<file path="src/rtl/seq_pattern_tx_pkg.sv">
// Shared definitions for the serial frame transmitter: FSM states,
// the default sync word and a constant helper for counter sizing.
package seq_pattern_tx_pkg;

    typedef enum logic [2:0] {
        IDLE,
        SYNC,
        PAYLOAD,
        PARITY,
        GAP
    } state_t;

    localparam logic [3:0] DEFAULT_SYNC_WORD = 4'b1001;

    function automatic int max3(input int a, input int b, input int c);
        int m;
        m = (a > b) ? a : b;
        return (m > c) ? m : c;
    endfunction

endpackage

</file>
<file path="src/rtl/seq_pattern_tx_piso_shift.sv">
// Parallel-in serial-out shift register: load a word, shift left, msb out.
module piso_shift #(
    parameter int W = 8
) (
    input  logic         clk,
    input  logic         rst,
    input  logic         load,
    input  logic         shift,
    input  logic [W-1:0] load_value,
    output logic         msb
);

    logic [W-1:0] sr;

    always_ff @(posedge clk or posedge rst) begin
        if (rst) begin
            sr <= '0;
        end else if (load) begin
            sr <= load_value;
        end else if (shift) begin
            sr <= sr << 1;
        end
    end

    assign msb = sr[W-1];

endmodule

</file>
<file path="src/rtl/seq_pattern_tx.sv">
// Serial frame transmitter: idle-low line, sync word, MSB-first payload,
// optional even parity, then a forced-low gap before returning to idle.
module seq_pattern_tx
    import seq_pattern_tx_pkg::*;
#(
    parameter int                SYNC_W    = 4,
    parameter logic [SYNC_W-1:0] SYNC_WORD = SYNC_W'(DEFAULT_SYNC_WORD),
    parameter int                DATA_W    = 8,
    parameter int                PARITY_EN = 0,
    parameter int                GAP_LEN   = 2
) (
    input  logic              clk,
    input  logic              rst,
    input  logic              start,
    input  logic [DATA_W-1:0] payload,
    output logic              ready,
    output logic              busy,
    output logic              data,
    output logic              done
);

    localparam int CW = $clog2(max3(SYNC_W, DATA_W, GAP_LEN) + 1);
    localparam logic [CW-1:0]     SYNC_LAST = CW'(SYNC_W - 1);
    localparam logic [CW-1:0]     DATA_LAST = CW'(DATA_W - 1);
    localparam logic [CW-1:0]     GAP_LAST  = CW'(GAP_LEN - 1);
    // The first sync bit goes straight onto the line at accept, so the
    // shifter only needs to hold the remaining ones.
    localparam logic [SYNC_W-1:0] SYNC_TAIL = SYNC_WORD << 1;

    state_t          state;
    logic [CW-1:0]   cnt;
    logic            parity_acc;
    logic            accept;
    logic            cnt_zero;
    logic            sync_shift;
    logic            pay_shift;
    logic            sync_msb;
    logic            pay_msb;

    assign ready      = (state == IDLE);
    assign accept     = ready && start;
    assign cnt_zero   = (cnt == '0);
    assign sync_shift = (state == SYNC) && !cnt_zero;
    assign pay_shift  = ((state == SYNC) && cnt_zero) || ((state == PAYLOAD) && !cnt_zero);

    piso_shift #(.W(SYNC_W)) u_sync (
        .clk        (clk),
        .rst        (rst),
        .load       (accept),
        .shift      (sync_shift),
        .load_value (SYNC_TAIL),
        .msb        (sync_msb)
    );

    piso_shift #(.W(DATA_W)) u_payload (
        .clk        (clk),
        .rst        (rst),
        .load       (accept),
        .shift      (pay_shift),
        .load_value (payload),
        .msb        (pay_msb)
    );

    // data is loaded one edge ahead with the bit for the coming cycle; cnt
    // counts the bits still to send in the current state after this one.
    always_ff @(posedge clk or posedge rst) begin
        if (rst) begin
            state      <= IDLE;
            cnt        <= '0;
            parity_acc <= 1'b0;
            data       <= 1'b0;
            busy       <= 1'b0;
            done       <= 1'b0;
        end else begin
            done <= 1'b0;
            if (pay_shift) begin
                parity_acc <= parity_acc ^ pay_msb;
            end
            case (state)
                IDLE: begin
                    data <= 1'b0;
                    busy <= 1'b0;
                    if (start) begin
                        state      <= SYNC;
                        cnt        <= SYNC_LAST;
                        parity_acc <= 1'b0;
                        data       <= SYNC_WORD[SYNC_W-1];
                        busy       <= 1'b1;
                    end
                end
                SYNC: begin
                    if (!cnt_zero) begin
                        data <= sync_msb;
                        cnt  <= cnt - 1'b1;
                    end else begin
                        state <= PAYLOAD;
                        data  <= pay_msb;
                        cnt   <= DATA_LAST;
                    end
                end
                PAYLOAD: begin
                    if (!cnt_zero) begin
                        data <= pay_msb;
                        cnt  <= cnt - 1'b1;
                    end else if (PARITY_EN != 0) begin
                        state <= PARITY;
                        data  <= parity_acc;
                    end else begin
                        state <= GAP;
                        data  <= 1'b0;
                        cnt   <= GAP_LAST;
                    end
                end
                PARITY: begin
                    state <= GAP;
                    data  <= 1'b0;
                    cnt   <= GAP_LAST;
                end
                GAP: begin
                    data <= 1'b0;
                    if (!cnt_zero) begin
                        cnt <= cnt - 1'b1;
                    end else begin
                        state <= IDLE;
                        busy  <= 1'b0;
                        done  <= 1'b1;
                    end
                end
                default: begin
                    state <= IDLE;
                    data  <= 1'b0;
                    busy  <= 1'b0;
                end
            endcase
        end
    end

endmodule

</file>
<file path="config.mk">
export PLATFORM = sky130hd
export DESIGN_NAME = seq_pattern_tx
export DESIGN_NICKNAME = d
export VERILOG_FILES = /design/src/rtl/seq_pattern_tx_pkg.sv /design/src/rtl/seq_pattern_tx_piso_shift.sv /design/src/rtl/seq_pattern_tx.sv
export SDC_FILE = /design/constraint.sdc
export NUM_CORES = 1
export LEC_CHECK = 0
export ABC_CLOCK_PERIOD_IN_PS = 2300
export BUFFER_PORTS_ARGS = -buffer_cell sky130_fd_sc_hd__buf_2
export CAP_MARGIN = 40
export CORE_MARGIN = 2
export CORE_UTILIZATION = 45
export CTS_CLUSTER_DIAMETER = 60
export CTS_CLUSTER_SIZE = 14
export DETAILED_ROUTE_END_ITERATION = 7
export PLACE_DENSITY = 0.63
export SKIP_CTS_REPAIR_TIMING = 1
export SYNTH_ARGS = -nofsm -noshare
export SYNTH_HDL_FRONTEND = slang
export SYNTH_HIERARCHICAL = 1
export SYNTH_SLANG_ARGS = --single-unit
</file>
<file path="constraint.sdc">
create_clock -name clk -period 2.3 [get_ports clk]
set_input_delay 0.23 -clock clk [delete_from_list [all_inputs] [get_ports clk]]
set_output_delay 0.23 -clock clk [all_outputs]
set_load 0.005 [all_outputs]
</file>
==> results of run 1 <==
## metrics by stage
step | setup WS [ps] | power [uW] | cell area [sq um] | hold slack, ps | instances
floorplan | 148 | 1490 | 1200 | -3.92 | 129
global placement | 88.1 | 1660 | 1290 | 134 | 170
detailed placement | 52.9 | 1700 | 1290 | 143 | 170
CTS | 19.7 | 1870 | 1310 | -190 | 173
global route | 13.2 | 2090 | 1340 | 117 | 176
finish | 106 | 1890 | 1340 | 129 | 176
## worst register-to-register path, stage by stage (launching register included)
cell and delay [ps]:
dfrtp_1 410, inv_1 100, ha_2 220, or3b_1 380, or3_4 370, a21oi_4 270
mux2i_1 250, o21ai_1 70
## power groups by stage
stage | Combinational (uW) | Clock, uW | Sequential (uW)
3_3_place_gp | 918 | 0 | 745
4_1_cts | 944 | 175 | 749
3_5_place_dp | 942 | 0 | 757
5_1_grt | 1110 | 196 | 778
2_1_floorplan | 838 | 0 | 652
6_report | 972 | 168 | 748
## placed cells by master (no fill, tap or decap), drive strengths merged, types with 3 or more instances in the layout
cell type | Yosys | final
o21ai | 16 | 16
a21oi | 5 | 6
nand2b | 3 | 3
nand2 | 17 | 17
clkbuf | 2 | 3
dfrtp | 22 | 22
conb | 2 | 4
inv | 7 | 7
nor3 | 4 | 4
mux2i | 10 | 10
nor2 | 7 | 7
buf | 5 | 19
nand3 | 4 | 4
## registers in the layout, indices dropped and copies added, names as in the netlist
register      cells
state             3
data              1
done              1
busy              1
u_sync/sr         4
u_payload/sr      8
cnt               4
## layer usage
metal / GRT usage [%] / vias to the layer above
li1: - / 486
met1: 20.3 / 447
met2: 27.0 / 20
met3: 3.04 / 5
met4: 7.67 / 0
met5: 0 / -
## kinds of logic (layout without fill, tap and decap cells)
group,after synthesis,count (layout),synth area share (%)
other,2,4,0.631
buffers and inverters,14,30,5.99
AND/OR/NAND/NOR,45,45,19.4
AO/OA/AOI/OAI,32,33,17.6
multiplexers,10,10,8.41
flip-flops,22,22,46.3
XOR/XNOR,1,1,0.736
adder cells (fa/ha/maj),1,1,1.05
## final cells by class
class | instances | share of cell area [%]
clock buffer | 3 | 1.68
inverter | 7 | 1.96
multi-input combinational | 94 | 43.7
sequential | 22 | 41.0
tap | 30 | 2.80
timing repair buffer | 20 | 8.77
## final timing paths
check / cells after the start / end / startpoint / slack, ps
max: 7 / u_payload/sr[1] / cnt[0] / 110
min: 3 / u_payload/sr[6] / payload[6] / 130
max reg2reg: 7 / u_payload/sr[1] / cnt[0] / 110
min reg2reg: 1 / busy / busy / 480
max in group asynchronous: 3 / cnt[3] / rst / 1550
min in group asynchronous: 3 / u_sync/sr[2] / rst / 360
==> impl_metrics.ini, run 1 <==
[floorplanning]
num_rows = 18
die-area_sq_um = 3070
die_w_microns = 55.4
coreArea_sq_um = 2500
fp.dieH_microns = 55.4
initial_core_util_pct = 47.6
ioPinCount = 15

[global_route]
track_usage_pct = 16.3
overflow = 0
grt_max_degree = 19
antenna_found_initial = 0
grt_pass1_vias = 948
grt_pass1_wl_mm = 4.02

[route]
viasPerCell = 5.44
highest_layer = met4
drc = 0
ant_nets = 0
wl_mm = 2.30
wl_per_cell_microns = 13.1
routed-via-count = 958
drtIter0Drc = 26
firstDrtPassIters = 4
drt-met1-wl_mm = 1.07
met2WireLength_mm = 1.10
met3_length_microns = 75

[timing]
timing.fmax_ghz = 0.456
hold_viol_final = 0
relSlewSlack_pct = 59.0
rsz0062_at_grt = false
setup_viol = 0
maxSlewViolCount = 0
skew_ps = 3.38
fin_crit_sh_pct = 95.4
min_period_ps = 2190
worstMarginPinSlew_ps = 615
final.setup.tns_ps = 0

[setup_path]
cp_top_family = simple AND/OR/NAND/NOR gates
crit_fanout = 5
crit_buf_inv = 1
end_kind = flip-flop
start_kind = flip-flop
worstPathCellList = inv_1 -> ha_2 -> or3b_1 -> or3_4 -> a21oi_4 -> mux2i_1 -> o21ai_1
crit_type = reg -> reg
worstPathArrival_ps = 2370
max_stage_delay_ps = 410
crit_required_ps = 2480
slowest_stage = dfrtp_1

[clock_network]
clk_latency_ps = 300
cts_buffer_depth = 2
cts_tree = done
cts_buffers = 3
cts_num_sinks = 22
clkTransAtPathRegs_ps = 110
htreeDepth = 1
cts_root_buf = clkbuf_4

[synthesis]
synth_most_common_cell = dfrtp_1
yosysSeqAreaShare_pct = 46.3
synth_area_leader_cell = dfrtp_1
syn_inst = 127
ys_types = 37
ys.flop_type = dfrtp_1
netlist.area_leader.share_pct = 46.3
syn_area_per_cell_sq_um = 9.37
yosys_warnings = 6
synth_area_leaders = dfrtp_1 (46%), mux2i_1 (8.4%), nand2_1 (5.4%)
synth.top_cells.by_count = dfrtp_1 (22), nand2_1 (17), o21ai_1 (11)
netlist_area_sq_um = 1190
synth-async-reset-ratio_pct = 100
synth_edf_count = 0
synth_seq_cells = 22

[placed_design]
numPortBuffers = 14
gp_congestion = 0.770
dp_hpwl_mm = 1.61

[pwr]
clkPwrFrac_pct = 8.9
worst_ir_drop_vdd_uv = 737
power.density_nw_per_um2 = 1410
p_int_uw = 1090
p_switching_uw = 798
p_seq_share_pct = 39.6
p_sw_share_pct = 42.3
pwr-share-comb_pct = 51.5
power_leakage_uw = 0.000599

[layout]
num-fill-cells = 247
drive_gt1_share_pct = 19.2
final_core_util_pct = 53.7
num_antenna_cells = 0
multi_input_area_sq_um = 587
regArea_sq_um = 551
syn_to_final_growth_pct = 12.7
num-nets-final = 160

[job]
max-cap-violations = 0

[outcome]
status = finished clean

[hold_path]
hold_path.class = in -> reg
No activity file was read; power rests on OpenSTA's default activity.
==> inputs of run 2 (changes only) <==
- CTS_BUF_LIST: default -> sky130_fd_sc_hd__clkbuf_4
- SETUP_SLACK_MARGIN: default -> 0.15
==> impl_metrics.ini, run 2 (same netlist as run 1, synthesis figures left out) <==
[layout]
num-nets-final = 162
syn_to_final_growth_pct = 18.4
reg_top3 = u_payload/sr: 8 flops, cnt: 4 flops, u_sync/sr: 4 flops
regMostFlops = u_payload/sr
num_antenna_cells = 0
final_common_cell = dfrtp_1
largest_reg_flops = 8
layout_common_cells = dfrtp_1 (22), nand2_1 (17), buf_2 (14)
drive_gt1_share_pct = 23.5

[setup_path]
worstPathCellList = inv_2 -> ha_4 -> or3b_4 -> or3_4 -> a21oi_4 -> buf_12 -> mux2i_2 -> o21ai_1
cp.depth = 8
crit_required_ps = 2480
crit_fanout = 5
end_kind = flip-flop
max_stage_delay_ps = 430
start_kind = flip-flop
slowest_stage = dfrtp_1
rrSetupSlack_ps = 150
cp_top_family = simple AND/OR/NAND/NOR gates
crit_type = reg -> reg
crit_buf_inv = 2
rr_worst_depth = 8
worstPathArrival_ps = 2330

[placed_design]
gp_congestion = 0.803
numPortBuffers = 14
dp_hpwl_mm = 1.52

[route]
firstDrtPassIters = 5
ant_nets = 0
drtIter0Drc = 34
routed-via-count = 965
viasPerCell = 5.39
drc = 0
wl_mm = 2.22
wl_per_cell_microns = 12.4

[floorplanning]
die-area_sq_um = 3070
initial_core_util_pct = 47.6
fp.dieH_microns = 55.4
ioPinCount = 15
coreArea_sq_um = 2500
die_w_microns = 55.4
num_rows = 18

[timing]
setup_viol = 0
hold_viol_final = 0
fin_crit_sh_pct = 93.5
skew_ps = 2.96
worstMarginPinSlew_ps = 595
final.setup.tns_ps = 0
rsz0062_at_grt = true
min_period_ps = 2150
maxSlewViolCount = 0
relSlewSlack_pct = 60.3
timing.fmax_ghz = 0.465

[global_route]
grt_max_degree = 20
grt_pass1_vias = 935
antenna_found_initial = 0
overflow = 0
grt_pass1_wl_mm = 3.92
track_usage_pct = 15.5

[clock_network]
cts_tree = done
clkTransAtPathRegs_ps = 120
cts_buffer_depth = 2
clk_latency_ps = 300
cts_buffers = 3
cts_root_buf = clkbuf_4
htreeDepth = 1
cts_num_sinks = 22

[outcome]
status = finished clean

[pwr]
power.density_nw_per_um2 = 1430
power_leakage_uw = 0.000627
total_power_uw = 2010
worst_ir_drop_vdd_uv = 756

[hold_path]
hold_depth = 3
hold_path.class = in -> reg

[job]
max-cap-violations = 0
==> run 2: final cells by class <==
| class | count | area [sq um] |
|---|---|---|
| clock buffer | 3 | 22.5 |
| inverter | 7 | 26.3 |
| timing repair buffer | 23 | 170 |
| sequential | 22 | 551 |
| multi-input combinational | 93 | 598 |
| clock inverter | 1 | 3.75 |
| tap | 30 | 37.5 |
| fill | 216 | 1090 |
==> run 2: power breakdown <==
part	internal [uW]	total (uW)	leakage, uW	switching [uW]
Combinational	558	1080	0.000334	525
Sequential	562	749	0.000277	187
Clock	63.2	175	0.0000154	112
==> run 2: worst min-delay path, cell delays in order <==
cell and delay, ps:
buf_2 70, nand2_1 40, o21ai_1 60
==> run 2: layer usage <==
metal  global-route usage [%]  part of all wire (%)  wire length (microns)
met1                     19.9                    46                   1020
met2                     25.9                    47                   1040
met3                     2.81                   6.2                    138
met4                     5.92                   1.2                     27
met5                        0                     0                      0
==> run 2: worst paths after layout <==
path                             from         endpoint
max                            cnt[0]  u_payload/sr[1]
min                        payload[3]  u_payload/sr[3]
max reg2reg                    cnt[0]  u_payload/sr[1]
min reg2reg                      busy             busy
max in group asynchronous         rst         state[0]
min in group asynchronous         rst     u_sync/sr[0]
==> run 2: through the flow <==
step	hold slack, ps	utilization, %	instances	instance area, sq um	worst slack, ps
floorplan	-3.92	-	129	1200	169
global placement	134	51.7	170	1290	124
detailed placement	139	51.7	170	1290	97.6
CTS	-201	52.8	174	1320	71.6
global route	126	56.4	179	1410	57.4
finish	130	56.4	179	1410	149
